===== src/rtl/uart_rx_buffer.sv =====
// 8N1 UART receiver with a first-word-fall-through byte FIFO and valid/ready drain.
// Optional registered RTS flow control with hysteresis when SERTERM_RTS_EN is defined.
module uart_rx_buffer #(
  parameter int CLK_HZ     = 12000000,
  parameter int BAUD       = 115200,
  parameter int FIFO_DEPTH = 16,
  parameter int HIGH_WATER = 12
) (
  input  logic                          i_clk,
  input  logic                          i_rst,
  input  logic                          i_rx,
  output logic [7:0]                    o_char,
  output logic                          o_valid,
  input  logic                          i_ready,
  output logic [$clog2(FIFO_DEPTH):0]   o_level,
  output logic                          o_frame_err,
  output logic                          o_overrun,
  output logic                          o_rts_n
);

  localparam int CLKS_PER_BIT = CLK_HZ / BAUD;
  localparam int W  = $clog2(FIFO_DEPTH);
  localparam int LW = W + 1;
  localparam int CW = $clog2(CLKS_PER_BIT);

  localparam logic [CW-1:0] BIT_LOAD  = CW'(CLKS_PER_BIT - 1);
  // The IDLE detect cycle already consumed one clock, so the start sample lands
  // 2 + CLKS_PER_BIT/2 clocks after the line fall.
  localparam logic [CW-1:0] HALF_LOAD = CW'(CLKS_PER_BIT / 2 - 2);

  if (CLKS_PER_BIT < 4 || FIFO_DEPTH < 4 || (FIFO_DEPTH & (FIFO_DEPTH - 1)) != 0 ||
      HIGH_WATER < 4 || HIGH_WATER > FIFO_DEPTH) begin : g_param_check
    $error("uart_rx_buffer: unsupported parameter combination");
  end

  typedef enum logic [2:0] {
    IDLE,
    START,
    DATA,
    STOP,
    WAIT_IDLE
  } state_t;

  logic          rx_meta, rx_s;
  state_t        state, state_nxt;
  logic [CW-1:0] cnt, cnt_nxt;
  logic [2:0]    bit_idx, bit_nxt;
  logic [7:0]    shift, shift_nxt;
  logic          push, push_nxt;
  logic          frame_err, frame_err_nxt;

  logic [7:0]    mem [FIFO_DEPTH];
  logic [W-1:0]  wr_ptr, rd_ptr;
  logic [LW-1:0] level;
  logic          full, pop, wr_en, overrun;

  always_ff @(posedge i_clk) begin
    if (i_rst) begin
      rx_meta <= 1'b1;
      rx_s    <= 1'b1;
    end else begin
      rx_meta <= i_rx;
      rx_s    <= rx_meta;
    end
  end

  always_ff @(posedge i_clk) begin
    if (i_rst) begin
      state     <= IDLE;
      cnt       <= '0;
      bit_idx   <= '0;
      shift     <= '0;
      push      <= 1'b0;
      frame_err <= 1'b0;
    end else begin
      state     <= state_nxt;
      cnt       <= cnt_nxt;
      bit_idx   <= bit_nxt;
      shift     <= shift_nxt;
      push      <= push_nxt;
      frame_err <= frame_err_nxt;
    end
  end

  always_comb begin
    state_nxt     = state;
    cnt_nxt       = cnt;
    bit_nxt       = bit_idx;
    shift_nxt     = shift;
    push_nxt      = 1'b0;
    frame_err_nxt = 1'b0;
    case (state)
      IDLE: begin
        if (!rx_s) begin
          state_nxt = START;
          cnt_nxt   = HALF_LOAD;
        end
      end
      START: begin
        if (cnt == '0) begin
          if (rx_s) begin
            state_nxt = IDLE;
          end else begin
            state_nxt = DATA;
            cnt_nxt   = BIT_LOAD;
            bit_nxt   = '0;
          end
        end else begin
          cnt_nxt = cnt - 1'b1;
        end
      end
      DATA: begin
        if (cnt == '0) begin
          shift_nxt = {rx_s, shift[7:1]};
          cnt_nxt   = BIT_LOAD;
          if (bit_idx == 3'd7) state_nxt = STOP;
          else                 bit_nxt   = bit_idx + 1'b1;
        end else begin
          cnt_nxt = cnt - 1'b1;
        end
      end
      STOP: begin
        if (cnt == '0) begin
          if (rx_s) begin
            push_nxt  = 1'b1;
            state_nxt = IDLE;
          end else begin
            frame_err_nxt = 1'b1;
            state_nxt     = WAIT_IDLE;
          end
        end else begin
          cnt_nxt = cnt - 1'b1;
        end
      end
      WAIT_IDLE: begin
        if (rx_s) state_nxt = IDLE;
      end
      default: state_nxt = IDLE;
    endcase
  end

  // A push into a full FIFO still lands when the same cycle pops the head.
  assign full  = (level == LW'(FIFO_DEPTH));
  assign pop   = o_valid & i_ready;
  assign wr_en = push & (~full | pop);

  always_ff @(posedge i_clk) begin
    if (wr_en) mem[wr_ptr] <= shift;
  end

  always_ff @(posedge i_clk) begin
    if (i_rst) begin
      wr_ptr  <= '0;
      rd_ptr  <= '0;
      level   <= '0;
      overrun <= 1'b0;
    end else begin
      if (wr_en) wr_ptr <= wr_ptr + 1'b1;
      if (pop)   rd_ptr <= rd_ptr + 1'b1;
      case ({wr_en, pop})
        2'b10:   level <= level + 1'b1;
        2'b01:   level <= level - 1'b1;
        default: level <= level;
      endcase
      overrun <= push & full & ~pop;
    end
  end

  assign o_char      = mem[rd_ptr];
  assign o_valid     = (level != '0);
  assign o_level     = level;
  assign o_frame_err = frame_err;
  assign o_overrun   = overrun;

`ifdef SERTERM_RTS_EN
  always_ff @(posedge i_clk) begin
    if (i_rst) begin
      o_rts_n <= 1'b0;
    end else if (level >= LW'(HIGH_WATER)) begin
      o_rts_n <= 1'b1;
    end else if (level <= LW'(HIGH_WATER - 4)) begin
      o_rts_n <= 1'b0;
    end
  end
`else
  assign o_rts_n = 1'b0;
`endif

endmodule


===== config.mk =====
export PLATFORM = sky130hd
export DESIGN_NAME = uart_rx_buffer
export DESIGN_NICKNAME = d
export VERILOG_FILES = /design/src/rtl/uart_rx_buffer.sv
export SDC_FILE = /design/constraint.sdc
export NUM_CORES = 1
export LEC_CHECK = 0
export BUFFER_PORTS_ARGS = -buffer_cell sky130_fd_sc_hd__buf_4
export CORE_ASPECT_RATIO = 1.4
export CORE_MARGIN = 2
export CORE_UTILIZATION = 55
export DETAILED_ROUTE_END_ITERATION = 8
export PLACE_DENSITY = 0.72
export RECOVER_POWER = 25
export SETUP_SLACK_MARGIN = 0.3
export SYNTH_ARGS = -nofsm -noshare
export SYNTH_HDL_FRONTEND = slang
export SYNTH_SLANG_ARGS = --single-unit

===== constraint.sdc =====
create_clock -name i_clk -period 5.9 [get_ports i_clk]
set_input_delay 1.18 -clock i_clk [delete_from_list [all_inputs] [get_ports i_clk]]
set_output_delay 1.18 -clock i_clk [all_outputs]
set_load 0.01 [all_outputs]

==> PnR_summary.wiki <==
{| class="wikitable"
! Metric !! Value
|-
| Overall die width || 99.4 um
|-
| Placement-stage worst setup slack || ~2500 ps
|-
| Startpoint type of the worst setup path || flip-flop
|-
| Clock latency on the worst-skew pair || 420 ps
|-
| Worst R2R Path Depth || 4
|-
| Max cap viols || 0
|-
| Synth area leaders || sky130_fd_sc_hd__edfxtp_1 (55%), sky130_fd_sc_hd__mux4_2 (13%), sky130_fd_sc_hd__dfxtp_1 (12%), sky130_fd_sc_hd__nor2_1 (2.2%), sky130_fd_sc_hd__mux2i_1 (1.9%)
|-
| Number of instances in the synthesized netlist || 426
|-
| Initial core utilization || 0.567
|-
| Number of global-route vias before repair || ~3.7k
|-
| Tot GR Track Use || 0.198
|-
| Fraction of final layout cells sized beyond drive strength 1 || 0.239
|-
| Number of synthesis warnings || 0
|-
| Root buf cell || sky130_fd_sc_hd__clkbuf_16
|-
| Avg WL per Cell || 20.8 um
|-
| Sequential area share after synthesis || 0.671
|-
| Worst-case headroom to the max-slew limit || 0.329
|-
| Worst Hold Depth || 1
|-
| Number of antenna repair diodes || 0
|-
| Nets in the synthesized netlist || 440
|-
| Detailed-router iteration count before antenna repair || 5
|-
| Most frequent cell after synthesis || sky130_fd_sc_hd__edfxtp_1
|-
| Initial detailed-routing violation count || around 220
|-
| Tightest Pin Transition || 1000 ps
|-
| Post-CTS setup buffer count || 0
|-
| TritonCTS clock tree || built
|-
| Total number of vias || around 3.6k
|-
| Final setup fails || 0
|-
| Peak per-stage delay on the critical path || 600 ps
|-
| Number of logic stages on the critical path including buffering || 4
|-
| Required time at the endpoint of the critical path || roughly 4700 ps
|-
| Time the worst path needs with I/O delays and setup || 3710 ps
|-
| Weighted congestion at the end of routability-driven global placement || 0.848
|-
| Library cell occupying the most area in the post-synthesis netlist || sky130_fd_sc_hd__edfxtp_1
|-
| Cell family with the largest share of critical-path delay || multiplexers
|-
| Antenna-violating nets left || 0
|-
| Worst Skew || about 11 ps
|-
| Depth of the CTS H-tree || 4
|-
| Yosys top cell area share || 0.548
|-
| Post-cts hold buffer count || 0
|-
| Worst VDD drop || roughly 0.34 mV
|-
| Number of placed I/O pins || 21
|-
| EDFF count, synth || about 130
|-
| Final Hold Vio Count || 0
|-
| Routed via count divided by cell count || between 6 and 7
|-
| Number of buffer and inverter instances along the worst setup path || 2
|-
| Master of the slowest instance on the critical path || sky130_fd_sc_hd__mux4_2
|-
| Filler cell count || ~900
|-
| Final worst-path cycle share || 0.628
|-
| Die outline area || 13700 um^2
|-
| Setup TNS || 0 ps
|-
| Clock buffers created by TritonCTS || 17
|-
| Endpoint kind of the worst setup timing path || primary output
|-
| Gr ovfl total || 0
|-
| Leakage power total || ~2.7 nW
|-
| Worst Slack Setup Final || between 2000 and 2500 ps
|-
| Rows || 48
|-
| Leading post-synthesis cells by instance count || sky130_fd_sc_hd__edfxtp_1 (128), sky130_fd_sc_hd__dfxtp_1 (43), sky130_fd_sc_hd__nor2_1 (41)
|-
| Async set or reset register ratio after synthesis || 0
|-
| Data arrival at the endpoint of the critical path || 2530 ps
|-
| Total number of nets in the final design || roughly 460
|-
| Synth Flop Type || sky130_fd_sc_hd__edfxtp_1
|-
| Synth unique cells || 61
|-
| Count of port buffers added during placement || 19
|-
| Cell area reported after detailed placement || about 7300 um^2
|-
| Status || completed
|-
| Crit path kind || reg2out
|-
| Maximum number of pins on one net before global-route repair || 35
|-
| Count of state elements after synthesis || approximately 170
|-
| Average instance area after synthesis || approximately 16 um^2
|-
| Deepest clock path buffer count || 2
|-
| Total of cells resized after clock tree synthesis || 0
|-
| Final slew viol count || 0
|-
| Number of remaining DRC errors || 0
|-
| Global-route wire length before repair || approximately 20000 um
|-
| RSZ-0062 raised after global routing || no
|-
| Total Routed Length || 12600 um
|-
| Maximum clock frequency || between 200 and 300 MHz
|-
| Power Density || a little under 400 nW/um^2
|-
| HP Class || reg2reg
|-
| Layout overhead on the synthesized area || 11.7%
|-
| Cell area after layout || between 7000 and 8000 um^2
|-
| Area of the core region || approximately 12000 um^2
|-
| Ordered list of cells on the worst path || buf_4, mux4_2, mux4_2, buf_4
|-
| Clock slew at reported path FFs || about 60 ps
|-
| Crit-path max FO || 32
|-
| Fraction of the core area covered by cells at the end of the flow || 0.633
|-
| Number of antenna violations at the first check in global routing || 0
|-
| TritonCTS sink count || approximately 170
|-
| Area of the mapped netlist || roughly 7000 um^2
|-
| DPL Wire Length || between 8000 and 9000 um
|-
| Die Ht || roughly 140 um
|}
per-stage QoR:
step | hold slack (ps) | power (mW) | std cells
after floorplan | 389 | 1.91 | 426
after global placement | 396 | 2.04 | 574
after detailed placement | 396 | 2.05 | 574
after CTS | 412 | 3.10 | 606
after global routing | 429 | 3.19 | 606
final | 411 | 3.07 | 606
flip-flops by register name (all words and copies together) (netlist names), named ones only:
| register | cells |
|---|---|
| rx_meta | 1 |
| o_frame_err | 1 |
| o_level | 5 |
| rx_s | 1 |
| wr_ptr | 4 |
| state | 3 |
| cnt | 7 |
| mem | 128 |
| bit_idx | 3 |
| push | 1 |
| shift | 8 |
| o_overrun | 1 |
| rd_ptr | 4 |
power breakdown:
group / internal [mW] / switching (mW) / total [mW] / leakage, nW
Sequential: 1.31 / 0.0510 / 1.36 / 1.53
Combinational: 0.350 / 0.313 / 0.663 / 0.877
Clock: 0.587 / 0.466 / 1.05 / 0.273
Total: 2.24 / 0.829 / 3.07 / 2.68
final timing paths:
| path | start | endpoint | slack [ps] |
|---|---|---|---|
| max reg2reg | o_level[1]$_SDFFE_PP0P_ | mem[9][7]$_DFFE_PP_ | 3280 |
| min | rx_meta$_SDFF_PP1_ | rx_s$_SDFF_PP1_ | 410 |
| max | flip-flop | o_char[1] | 2190 |
| min reg2reg | rx_meta$_SDFF_PP1_ | rx_s$_SDFF_PP1_ | 410 |
logic make-up (layout without fill, tap and decap cells):
kind of cell | count (synthesis) | after routing | synth area share
fa+ha+maj | 10 | 10 | 0.0178
mux | 57 | 57 | 0.155
other cells | 1 | 1 | 0.000535
compound gates | 50 | 50 | 0.0548
flops | 171 | 171 | 0.671
buf+inv | 34 | 64 | 0.0218
simple gates | 96 | 96 | 0.0701
xor+xnor | 7 | 7 | 0.00875
cell usage in the layout (no fill, tap or decap), types with 4 or more instances in the layout:
cell	count
sky130_fd_sc_hd__a211oi_1	4
sky130_fd_sc_hd__a21oi_1	9
sky130_fd_sc_hd__a31oi_1	4
sky130_fd_sc_hd__buf_4	21
sky130_fd_sc_hd__clkbuf_16	17
sky130_fd_sc_hd__dfxtp_1	42
sky130_fd_sc_hd__edfxtp_1	128
sky130_fd_sc_hd__ha_1	10
sky130_fd_sc_hd__inv_1	11
sky130_fd_sc_hd__inv_6	6
sky130_fd_sc_hd__mux2i_1	13
sky130_fd_sc_hd__mux4_2	40
sky130_fd_sc_hd__nand2_1	11
sky130_fd_sc_hd__nand2b_1	5
sky130_fd_sc_hd__nor2_1	41
sky130_fd_sc_hd__nor2b_1	5
sky130_fd_sc_hd__nor3_1	6
sky130_fd_sc_hd__nor3_2	4
sky130_fd_sc_hd__xor2_1	4
per-layer routing:
metal  track usage  part of all wire  vias up  wire length [um]
met5             0                 0        -                 0
met4        0.0776             0.016        0               196
met3        0.0472             0.039       17               488
met2         0.344              0.53       91              6730
met1         0.241              0.41     1818              5220
li1              -                 -     1717                 -
cell type report:
type	count	area, um^2	area share
Clock buffer	17	425	0.0543
Timing Repair Buffer	21	158	0.0201
Sequential cell	171	4710	0.601
Multi-Input combinational cell	221	2170	0.278
Clock inverter	15	138	0.0176
Tap cell	150	188	0.0240
Inverter	11	41.3	0.00527
Note: power is estimated with default switching activity, not from simulation.
